File: src/rtl/spi_flash_responder.sv
// spi_flash_responder
//
// SPI mode-0 target that answers the 0x03 READ command and streams bytes
// from a synchronous-read memory port. It is an SPI RAM/flash emulator for
// on-chip loopback and FPGA prototypes. All SPI pins are oversampled in the
// clk domain; spi_clk is never used as a clock.
//
// Ports
//   clk, rst          system clock, async active-high reset
//   spi_clk           host SCK (idles low), sampled
//   spi_select        host chip select, active-low, sampled
//   spi_mosi          host-to-target data, sampled
//   spi_miso          target-to-host data, registered, 0 outside DATA
//   spi_miso_oe       high only in DATA
//   rd_en / rd_addr   one-cycle memory read strobe and its address
//   rd_data           memory data, valid one cycle after rd_en
//   busy              synchronized select is low
//
// state  | meaning
// -------+---------------------------------------------------------------
// IDLE   | select high, nothing in progress
// CMD    | shifting in the 8-bit command on SCK rises
// ADDR   | shifting in ADDR_BITS address bits on SCK rises
// DATA   | driving MISO on SCK falls, prefetching the next byte
// IGNORE | unsupported command, consume clocks until deselect

module spi_flash_responder #(
   parameter int ADDR_BITS   = 16,
   parameter int SYNC_STAGES = 2
) (
   input  logic                 clk,
   input  logic                 rst,
   input  logic                 spi_clk,
   input  logic                 spi_select,
   input  logic                 spi_mosi,
   output logic                 spi_miso,
   output logic                 spi_miso_oe,
   output logic                 rd_en,
   output logic [ADDR_BITS-1:0] rd_addr,
   input  logic [7:0]           rd_data,
   output logic                 busy
);

   localparam int SH_W  = (ADDR_BITS > 8) ? ADDR_BITS : 8;
   localparam int CNT_W = $clog2(SH_W);

   typedef enum logic [2:0] {
      ST_IDLE,
      ST_CMD,
      ST_ADDR,
      ST_DATA,
      ST_IGNORE
   } state_t;

   state_t                 state_q, state_d;
   logic [SYNC_STAGES-1:0] sck_sync_q, sck_sync_d;
   logic [SYNC_STAGES-1:0] sel_sync_q, sel_sync_d;
   logic [SYNC_STAGES-1:0] mosi_sync_q, mosi_sync_d;
   logic                   sck_hist_q, sck_hist_d;
   logic                   mosi_hist_q, mosi_hist_d;
   logic [CNT_W-1:0]       cnt_q, cnt_d;
   logic [SH_W-1:0]        sh_in_q, sh_in_d;
   logic [ADDR_BITS-1:0]   addr_q, addr_d;
   logic [7:0]             hold_q, hold_d;
   logic [7:0]             sh_out_q, sh_out_d;
   logic [2:0]             bit_q, bit_d;
   logic                   miso_q, miso_d;
   logic                   oe_q, oe_d;
   logic                   rd_en_q, rd_en_d;
   logic                   rd_pend_q, rd_pend_d;

   logic                   sck_now, sel_now;
   logic                   sck_rise, sck_fall;
   logic [SH_W-1:0]        sh_in_next;

   always_comb begin
      sck_sync_d  = {sck_sync_q[SYNC_STAGES-2:0], spi_clk};
      sel_sync_d  = {sel_sync_q[SYNC_STAGES-2:0], spi_select};
      mosi_sync_d = {mosi_sync_q[SYNC_STAGES-2:0], spi_mosi};
      sck_now     = sck_sync_q[SYNC_STAGES-1];
      sel_now     = sel_sync_q[SYNC_STAGES-1];
      sck_hist_d  = sck_now;
      mosi_hist_d = mosi_sync_q[SYNC_STAGES-1];
      sck_rise    = sck_now & ~sck_hist_q;
      sck_fall    = ~sck_now & sck_hist_q;
      // MOSI history has the same age as the SCK history, i.e. the value
      // present just before the detected rise.
      sh_in_next  = {sh_in_q[SH_W-2:0], mosi_hist_q};

      state_d   = state_q;
      cnt_d     = cnt_q;
      sh_in_d   = sh_in_q;
      addr_d    = addr_q;
      hold_d    = hold_q;
      sh_out_d  = sh_out_q;
      bit_d     = bit_q;
      miso_d    = miso_q;
      rd_en_d   = 1'b0;
      rd_pend_d = rd_en_q;

      if (rd_pend_q) begin
         hold_d = rd_data;
      end

      if (sel_now) begin
         // Deselect wins over any edge seen in the same cycle.
         state_d = ST_IDLE;
         cnt_d   = '0;
         bit_d   = '0;
      end else begin
         case (state_q)
            ST_IDLE: begin
               state_d = ST_CMD;
               cnt_d   = CNT_W'(7);
               sh_in_d = '0;
            end
            ST_CMD: begin
               if (sck_rise) begin
                  sh_in_d = sh_in_next;
                  if (cnt_q == '0) begin
                     if (sh_in_next[7:0] == 8'h03) begin
                        state_d = ST_ADDR;
                        cnt_d   = CNT_W'(ADDR_BITS - 1);
                     end else begin
                        state_d = ST_IGNORE;
                     end
                  end else begin
                     cnt_d = cnt_q - 1'b1;
                  end
               end
            end
            ST_ADDR: begin
               if (sck_rise) begin
                  sh_in_d = sh_in_next;
                  if (cnt_q == '0) begin
                     addr_d  = sh_in_next[ADDR_BITS-1:0];
                     rd_en_d = 1'b1;
                     bit_d   = '0;
                     state_d = ST_DATA;
                  end else begin
                     cnt_d = cnt_q - 1'b1;
                  end
               end
            end
            ST_DATA: begin
               if (sck_fall) begin
                  if (bit_q == 3'd0) begin
                     sh_out_d = hold_q;
                     miso_d   = hold_q[7];
                     bit_d    = 3'd7;
                  end else begin
                     sh_out_d = {sh_out_q[6:0], 1'b0};
                     miso_d   = sh_out_q[6];
                     bit_d    = bit_q - 3'd1;
                     // bit 0 goes out now: prefetch the next byte
                     if (bit_q == 3'd1) begin
                        addr_d  = addr_q + ADDR_BITS'(1);
                        rd_en_d = 1'b1;
                     end
                  end
               end
            end
            ST_IGNORE: begin
               state_d = ST_IGNORE;
            end
            default: begin
               state_d = ST_IDLE;
            end
         endcase
      end

      oe_d = (state_d == ST_DATA);
      if (state_d != ST_DATA) begin
         miso_d = 1'b0;
      end
   end

   always_ff @(posedge clk or posedge rst) begin
      if (rst) begin
         state_q     <= ST_IDLE;
         sck_sync_q  <= '0;
         sel_sync_q  <= '1;
         mosi_sync_q <= '0;
         sck_hist_q  <= 1'b0;
         mosi_hist_q <= 1'b0;
         cnt_q       <= '0;
         sh_in_q     <= '0;
         addr_q      <= '0;
         hold_q      <= '0;
         sh_out_q    <= '0;
         bit_q       <= '0;
         miso_q      <= 1'b0;
         oe_q        <= 1'b0;
         rd_en_q     <= 1'b0;
         rd_pend_q   <= 1'b0;
      end else begin
         state_q     <= state_d;
         sck_sync_q  <= sck_sync_d;
         sel_sync_q  <= sel_sync_d;
         mosi_sync_q <= mosi_sync_d;
         sck_hist_q  <= sck_hist_d;
         mosi_hist_q <= mosi_hist_d;
         cnt_q       <= cnt_d;
         sh_in_q     <= sh_in_d;
         addr_q      <= addr_d;
         hold_q      <= hold_d;
         sh_out_q    <= sh_out_d;
         bit_q       <= bit_d;
         miso_q      <= miso_d;
         oe_q        <= oe_d;
         rd_en_q     <= rd_en_d;
         rd_pend_q   <= rd_pend_d;
      end
   end

   assign spi_miso    = miso_q;
   assign spi_miso_oe = oe_q;
   assign rd_en       = rd_en_q;
   assign rd_addr     = addr_q;
   assign busy        = ~sel_sync_q[SYNC_STAGES-1];

endmodule

File: config.mk
export PLATFORM = sky130hd
export DESIGN_NAME = spi_flash_responder
export DESIGN_NICKNAME = d
export VERILOG_FILES = /design/src/rtl/spi_flash_responder.sv
export SDC_FILE = /design/constraint.sdc
export NUM_CORES = 1
export LEC_CHECK = 0
export ABC_AREA = 1
export ABC_CLOCK_PERIOD_IN_PS = 1900
export BUFFER_PORTS_ARGS = -buffer_cell sky130_fd_sc_hd__clkbuf_2
export CAP_MARGIN = 30
export CELL_PAD_IN_SITES_DETAIL_PLACEMENT = 1
export CELL_PAD_IN_SITES_GLOBAL_PLACEMENT = 1
export CORE_UTILIZATION = 39
export DETAILED_ROUTE_END_ITERATION = 12
export PLACE_DENSITY_LB_ADDON = 0.12
export RECOVER_POWER = 50
export SKIP_CTS_REPAIR_TIMING = 1
export SLEW_MARGIN = 30
export SYNTH_ARGS = -nofsm -noshare
export SYNTH_HDL_FRONTEND = slang
export SYNTH_SLANG_ARGS = --single-unit
File: constraint.sdc
create_clock -name clk -period 1.9 [get_ports clk]
set_input_delay 0.19 -clock clk [delete_from_list [all_inputs] [get_ports clk]]
set_output_delay 0.19 -clock clk [all_outputs]
set_load 0.02 [all_outputs]
==> summary.md, run 1 <==
| Metric | Value |
|---|---|
| Maxcap violations | 0 |
| Critical path endpoint category | flip-flop |
| Layout Area Growth over Synthesis | 15.8% |
| Largest family of logic cells by synthesized area | simple AND/OR/NAND/NOR gates |
| Post-synthesis adder-cell area fraction | 1.71% |
| Fillers | 1164 |
| CTS H-tree depth | 3 |
| Synth Area in Simple Gates | 33.6% |
| Final Skew | 16.7 ps |
| Static leakage | 2.04 nW |
| Routed vias | 3343 |
| Die height | 98.8 um |
| Vias in the first global route | 3433 |
| Flops & latches, synth | 68 |
| Worst-Margin Slew | 844 ps |
| Hpwl dp | 7250 um |
| Critical path class | flip-flop to flip-flop |
| Share of cells above drive strength 1 | 16.2% |
| First-pass GRT wire length | 16900 um |
| Synthesized netlist net count | 509 |
| Cell mode on critical path | nand2_1 |
| Clock root buffer | clkbuf_8 |
| PortBufs | 32 |
| RSZ-0062 raised after global routing | yes |
| Ant. Diodes | 0 |
| Die X-Extent | 98.8 um |
| CP cell instances | inv_1 > ha_1 > nand2_1 > nand2_1 > nand3_2 > nor2_4 > inv_2 > nand2_1 > nand2_1 |
| CTS clk-pin slew, worst paths | 90 ps |
| Non-Filler Instances | 651 |
| Final core utilization | 47.6% |
| HP Class | input port to flip-flop |
| Fin nets | 556 |
| Max Transition Viols Final | 0 |
| CP bufs+invs | 2 |
| Die footprint | 9770 um^2 |
| Clock Path Buffers | 2 |
| Outcome | finished, final reports clean |
| Most common cell after layout, fill and taps aside | nand2_1 |
| Most frequent cells in the layout | 142 x nand2_1, 64 x dfrtp_1, 57 x nor2_1 |
| Pre-CTS WS | 148 ps |
| CTS buffer count | 9 |
| Relative slew slack | 43.7% |
| PD cells | 781 nW/um^2 |
| Worst Setup Start Kind | flip-flop |
| Initial Util | 41.1% |
| Syn Inst Count | 491 |
| Final GP Congestion | 0.882 |
| Final hold violation count | 0 |
| Mapped cell area | 3660 um^2 |
| XOR/XNOR Fraction of Synth Area | 0.479% |
| CP peak stage delay | 410 ps |
| FMAX | 0.575 GHz |
| Crit-path max FO | 10 |
| Gr ovfl total | 0 |
| Core Region | 8890 um^2 |
| Top delay family on crit path | simple AND/OR/NAND/NOR gates |
| Register area | 1710 um^2 |
| Final Critical Period | 1740 ps |
| Clock sink total | 68 |
| Worst path slowest cell | dfrtp_1 |
| DRT Pass-1 Iters | 4 |
| Detailed Route WL | 9800 um |
| Register area share after synthesis | 46.6% |
| Yosys warns | 0 |
| Routed Antenna Nets | 0 |
| Row count | 34 |
| Vias per std cell | 5.14 |
| Compound-Gate Fraction of Synth Area | 8.01% |
| Mux contribution to synthesized area | 2.16% |
| Largest net degree at the start of global routing | 34 |
| Peak VDD IR | 342 uV |
| Multi-input logic area | 1700 um^2 |
| Crit share post-route | 91.5% |
| WL/cell | 15.0 um |
| Final Setup Violations | 0 |
| I/O Pins | 33 |
| Worst skew pair latency | 360 ps |
| CTS tree | yes |
| Cell variety after synth | 31 |
| Power Total | 3.31 mW |
| DRT iter0 DRCs | 111 |
| Req. time, crit path | 2150 ps |
| DRC viols | 0 |
| R2r setup slk | 160 ps |
| Total GRT Usage | 22.2% |
| Min setup slack post-route | 162 ps |
| Initial antenna violation count | 0 |
| Avg Synthesized Cell Area | 7.45 um^2 |
| Placed cell count | 631 |
| CP arrival | 1980 ps |
[synth_stat cells, drive strengths merged]
| cell | n | area [um^2] |
|---|---|---|
| nand3b | 2 | 15.0 |
| inv | 54 | 203 |
| nand2 | 145 | 552 |
| ha | 5 | 62.6 |
| nor2 | 64 | 260 |
| a21boi | 1 | 7.51 |
| nand4 | 11 | 68.8 |
| o21ai | 42 | 210 |
| nand3 | 55 | 285 |
| xor2 | 1 | 8.76 |
| clkbuf | 7 | 26.3 |
| nor3 | 4 | 20.0 |
| mux2 | 7 | 78.8 |
| a21oi | 6 | 30.0 |
| and2 | 1 | 6.26 |
| dfstp | 2 | 52.6 |
| or2 | 2 | 12.5 |
| xnor2 | 1 | 8.76 |
| buf | 7 | 43.8 |
| dfrtp | 66 | 1650 |
| a31oi | 6 | 37.5 |
| nor3b | 1 | 7.51 |
| a211oi | 1 | 7.51 |
[layout make-up]
| cell class | count | share of cell area (%) |
|---|---|---|
| Sequential cell | 68 | 40.3 |
| Multi-Input combinational cell | 355 | 40.1 |
| Timing Repair Buffer | 50 | 7.12 |
| Inverter | 54 | 4.79 |
| Tap cell | 108 | 3.19 |
| Clock buffer | 10 | 3.01 |
| Clock inverter | 6 | 1.54 |
[per-stage QoR]
stage                     setup TNS, ps  cell area [um^2]  hold WS (ps)
final                                 0              4240          60.5
after floorplan                       0              3660           194
after global routing              -1.06              4240          53.0
after global placement                0              4000           235
after CTS                             0              4200          -156
after detailed placement              0              4000           236
[flip-flops by register name (all words and copies together) (netlist names), 2 cells and up]
| signal | cells |
|---|---|
| bit_q | 3 |
| state_q | 3 |
| sh_out_q | 7 |
| hold_q | 8 |
| cnt_q | 4 |
| sel_sync_q | 2 |
| sck_sync_q | 2 |
| rd_addr | 16 |
| mosi_sync_q | 2 |
| sh_in_q | 15 |
[path summary, 6_finish.rpt]
| kind | start | endpoint | depth (start not counted) |
|---|---|---|---|
| max | cnt_q[0]$_DFFE_PP0P_ | rd_addr[6]$_DFFE_PP0P_ | 9 |
| min reg2reg | sel_sync_q[0]$_DFF_PP1_ | sel_sync_q[1]$_DFF_PP1_ | 0 |
| max in group asynchronous | rst | sh_in_q[3]$_DFFE_PP0P_ | 4 |
| min | rd_data[7] | hold_q[7]$_DFFE_PP0P_ | 3 |
| max reg2reg | cnt_q[0]$_DFFE_PP0P_ | rd_addr[6]$_DFFE_PP0P_ | 9 |
| min in group asynchronous | rst | rd_addr[11]$_DFFE_PP0P_ | 3 |
[report_power, final]
part / leakage (nW) / switching [mW] / total (mW) / internal [mW]
registers: 0.911 / 0.0686 / 1.59 / 1.52
clock network: 0.0962 / 0.610 / 1.22 / 0.607
logic: 1.03 / 0.330 / 0.498 / 0.168
total: 2.04 / 1.01 / 3.31 / 2.30
[logic make-up (layout without fill, tap and decap cells)]
group	Yosys count	count (layout)
buffers and inverters	68	120
muxes	7	7
adders and majority gates	5	5
xor gates and xnor gates	2	2
DFF	68	68
and+or+nand+nor	285	285
AOI/OAI and AO/OA	56	56
[layer usage]
metal / global-route usage [%] / vias up / share of wire [%]
met4: 5.86 / 0 / 1.1
met1: 30.5 / 1623 / 51
met3: 4.89 / 10 / 2.4
met5: 0 / - / 0
li1: - / 1675 / -
met2: 35.4 / 35 / 45
[tightest hold or removal path: cells and delay by family]
kind            cells  cell delay [ps]
compound gates      1               60
buf+inv             1               80
simple gates        1               40
No activity file was read; power rests on OpenSTA's default activity.
==> inputs of run 2 (changes only) <==
ABC_AREA = unset   (was 1)
CORE_ASPECT_RATIO = 1.1   (was unset)
CORE_UTILIZATION = 41   (was 39)
CTS_BUF_LIST = sky130_fd_sc_hd__clkbuf_16   (was unset)
==> run 2 against run 1 <==
Compared with the run above: the run now ends with negative setup slack left; non-clock buffer count rose by 26; routed wire length decreased by 11%; synthesized cell count shrank 31%; worst hold slack better by 28 ps; first-iteration DRC count down 33%; highest routed layer unchanged; clock-buffer cell count is 1 lower.
==> summary.md, run 2 <==
| Metric | Value |
|---|---|
| Clock sink total | 68 |
| CTS buffer count | 9 |
| RSZ-0062 raised after global routing | yes |
| Final core utilization | 56.3% |
| HP Class | input port to flip-flop |
| Top_reg_cell synth | dfrtp_1 |
| Top cells by instance count after synthesis | 66 x dfrtp_1, 48 x nand2_1, 34 x a21oi_1 |
| Max Transition Viols Final | 0 |
| Ant. Diodes | 0 |
| Req. time, crit path | 2160 ps |
| Largest net degree at the start of global routing | 69 |
| Worst Setup Start Kind | flip-flop |
| R2r setup slk | -290 ps |
| Fin nets | 423 |
| Async SR Flop Fraction | 100% |
| Most frequent cells in the layout | 66 x dfrtp_1, 48 x nand2_1, 33 x buf_4 |
| Final Critical Period | 2190 ps |
| Worst skew pair latency | 330 ps |
| Finished Cell Area | 4250 um^2 |
| Count leader, synth | dfrtp_1 |
| Dpl cell area | 3750 um^2 |
| Cell mode on critical path | a21oi_2 |
| Cell variety after synth | 48 |
| Peak VDD IR | 665 uV |
| RR Endpoint | rd_addr[7]$_DFFE_PP0P_ |
| CP cell instances | inv_2 > ha_4 > or3b_4 > o31a_1 > a2111oi_4 > buf_6 > buf_12 > buf_4 > a21oi_2 > a21oi_2 |
| Final GP Congestion | 0.761 |
| Initial Util | 42.9% |
| Largest register FFs | 16 |
| Register area share after synthesis | 52.5% |
| WL/cell | 16.9 um |
| Core Region | 7560 um^2 |
| CTS clk-pin slew, worst paths | 60 ps |
| Crit-path max FO | 7 |
| Yosys warns | 0 |
| Total GRT Usage | 22.4% |
| Final Setup Violations | 21 |
| Number of synthesized flops with an enable pin | 0 |
| DRT Pass-1 Iters | 4 |
| Routed vias | 2851 |
| Critical path class | flip-flop to flip-flop |
| Final Skew | 5.22 ps |
| Detailed Route WL | 8710 um |
| Clock root buffer | clkbuf_16 |
| CP arrival | 2440 ps |
| Top post-synthesis cells by area | dfrtp_1 51%, nand2_1 5.6%, a21oi_1 5.2% |
| Crit path capture | rd_addr[7]$_DFFE_PP0P_ |
| Final hold violation count | 0 |
| Maxcap violations | 0 |
| Worst r2r src | cnt_q[0]$_DFFE_PP0P_ |
| Flops & latches, synth | 68 |
| Outcome | complete, but fails checks |
| Syn Inst Count | 339 |
| Vias in the first global route | 2840 |
| CTS tree | yes |
| Relative slew slack | 37.6% |
| Die height | 95.3 um |
| FMAX | 0.457 GHz |
| Die footprint | 8270 um^2 |
| Vias per std cell | 5.54 |
| Gr ovfl total | 0 |
| Layout Area Growth over Synthesis | 31.0% |
| Share of cells above drive strength 1 | 29.3% |
| CP peak stage delay | 390 ps |
| R2r worst-path depth | 10 |
| Hpwl dp | 5670 um |
| Synthesized netlist net count | 357 |
| Static leakage | 2.01 nW |
| Clock Path Buffers | 2 |
| Mapped cell area | 3240 um^2 |
| Pre-CTS WS | -304 ps |
| Worst path slowest cell | dfrtp_1 |
| PD cells | 869 nW/um^2 |
| Top cell type by total area after synthesis | dfrtp_1 |
| Most common cell after layout, fill and taps aside | dfrtp_1 |
| Worst-Margin Slew | 936 ps |
| Setup crit start | cnt_q[0]$_DFFE_PP0P_ |
| Failing checks | negative setup slack |
| Die X-Extent | 86.8 um |
| Critical path endpoint category | flip-flop |
| Crit share post-route | 115% |
| First-pass GRT wire length | 13900 um |
| Row count | 33 |
| DRC viols | 0 |
| DRT iter0 DRCs | 74 |
| Post-synth top area share | 50.9% |
| Routed Antenna Nets | 0 |
| I/O Pins | 33 |
| CTS H-tree depth | 3 |
| Avg Synthesized Cell Area | 9.57 um^2 |
| Initial antenna violation count | 0 |
| Min setup slack post-route | -286 ps |
| PortBufs | 32 |
[run 2: cell types whose count changed after synthesis, moves of 10 or more]
cell / delta
nand2_1: -94
nand3_1: -31
nor2_1: -34
a21oi_1: +28
inv_1: -42
o21ai_0: -27
nor3_1: +10
[run 2: layout make-up]
type / instances / area, um^2
timing repair buffer: 76 / 577
multi-input combinational: 240 / 1480
tap: 105 / 131
sequential: 68 / 1700
fill: 893 / 3310
clock buffer: 9 / 225
inverter: 10 / 37.5
clock inverter: 7 / 91.3
[run 2: how the worst min path moves through the flow]
stage	startpoint	end	slack, ps	depth (start not counted)
4_1_cts	rst	rd_addr[1]$_DFFE_PP0P_	-70	3
3_3_place_gp	rst	mosi_sync_q[0]$_DFF_PP0_	280	3
6_report	rd_data[3]	hold_q[3]$_DFFE_PP0P_	90	2
3_5_place_dp	spi_select	sel_sync_q[0]$_DFF_PP1_	280	1
2_1_floorplan	spi_select	sel_sync_q[0]$_DFF_PP1_	190	0
5_1_grt	rd_data[3]	hold_q[3]$_DFFE_PP0P_	90	2
[run 2: worst max-delay path, delay by kind of cell (launching register included)]
kind | cells | cell delay (ps)
AOI/OAI and AO/OA | 4 | 710
buffers and inverters | 4 | 490
DFF | 1 | 390
and+or+nand+nor | 1 | 380
adders and majority gates | 1 | 140
[run 2: metal layers]
metal  track usage, %  part of all wire [%]  vias up
li1                 -                     -     1346
met1             27.4                    43     1434
met2             39.0                    53       54
met3             3.46                   2.6       17
met4             9.72                   2.0        0
met5                0                     0        -
[run 2: logic make-up after synthesis]
logic type,count (synthesis),synth area share [%]
and+or+nand+nor,134,19.3
muxes,18,5.90
adders and majority gates,6,2.24
DFF,68,52.5
AOI/OAI and AO/OA,82,16.1
buffers and inverters,31,3.93
[run 2: stage by stage]
step	cells	setup TNS (ps)	power, mW	hold slack (ps)
2_1_floorplan	339	-2960	1.76	194
3_3_place_gp	489	-3040	1.90	277
3_5_place_dp	489	-4060	1.92	284
4_1_cts	505	-4470	3.69	-70.3
5_1_grt	515	-6160	3.82	93.7
6_report	515	-3960	3.69	88.2
[run 2: where the power goes]
group,leakage (nW),internal (mW),switching [mW]
combinational,0.934,0.176,0.211
sequential,0.919,1.49,0.0421
clock,0.155,1.14,0.627
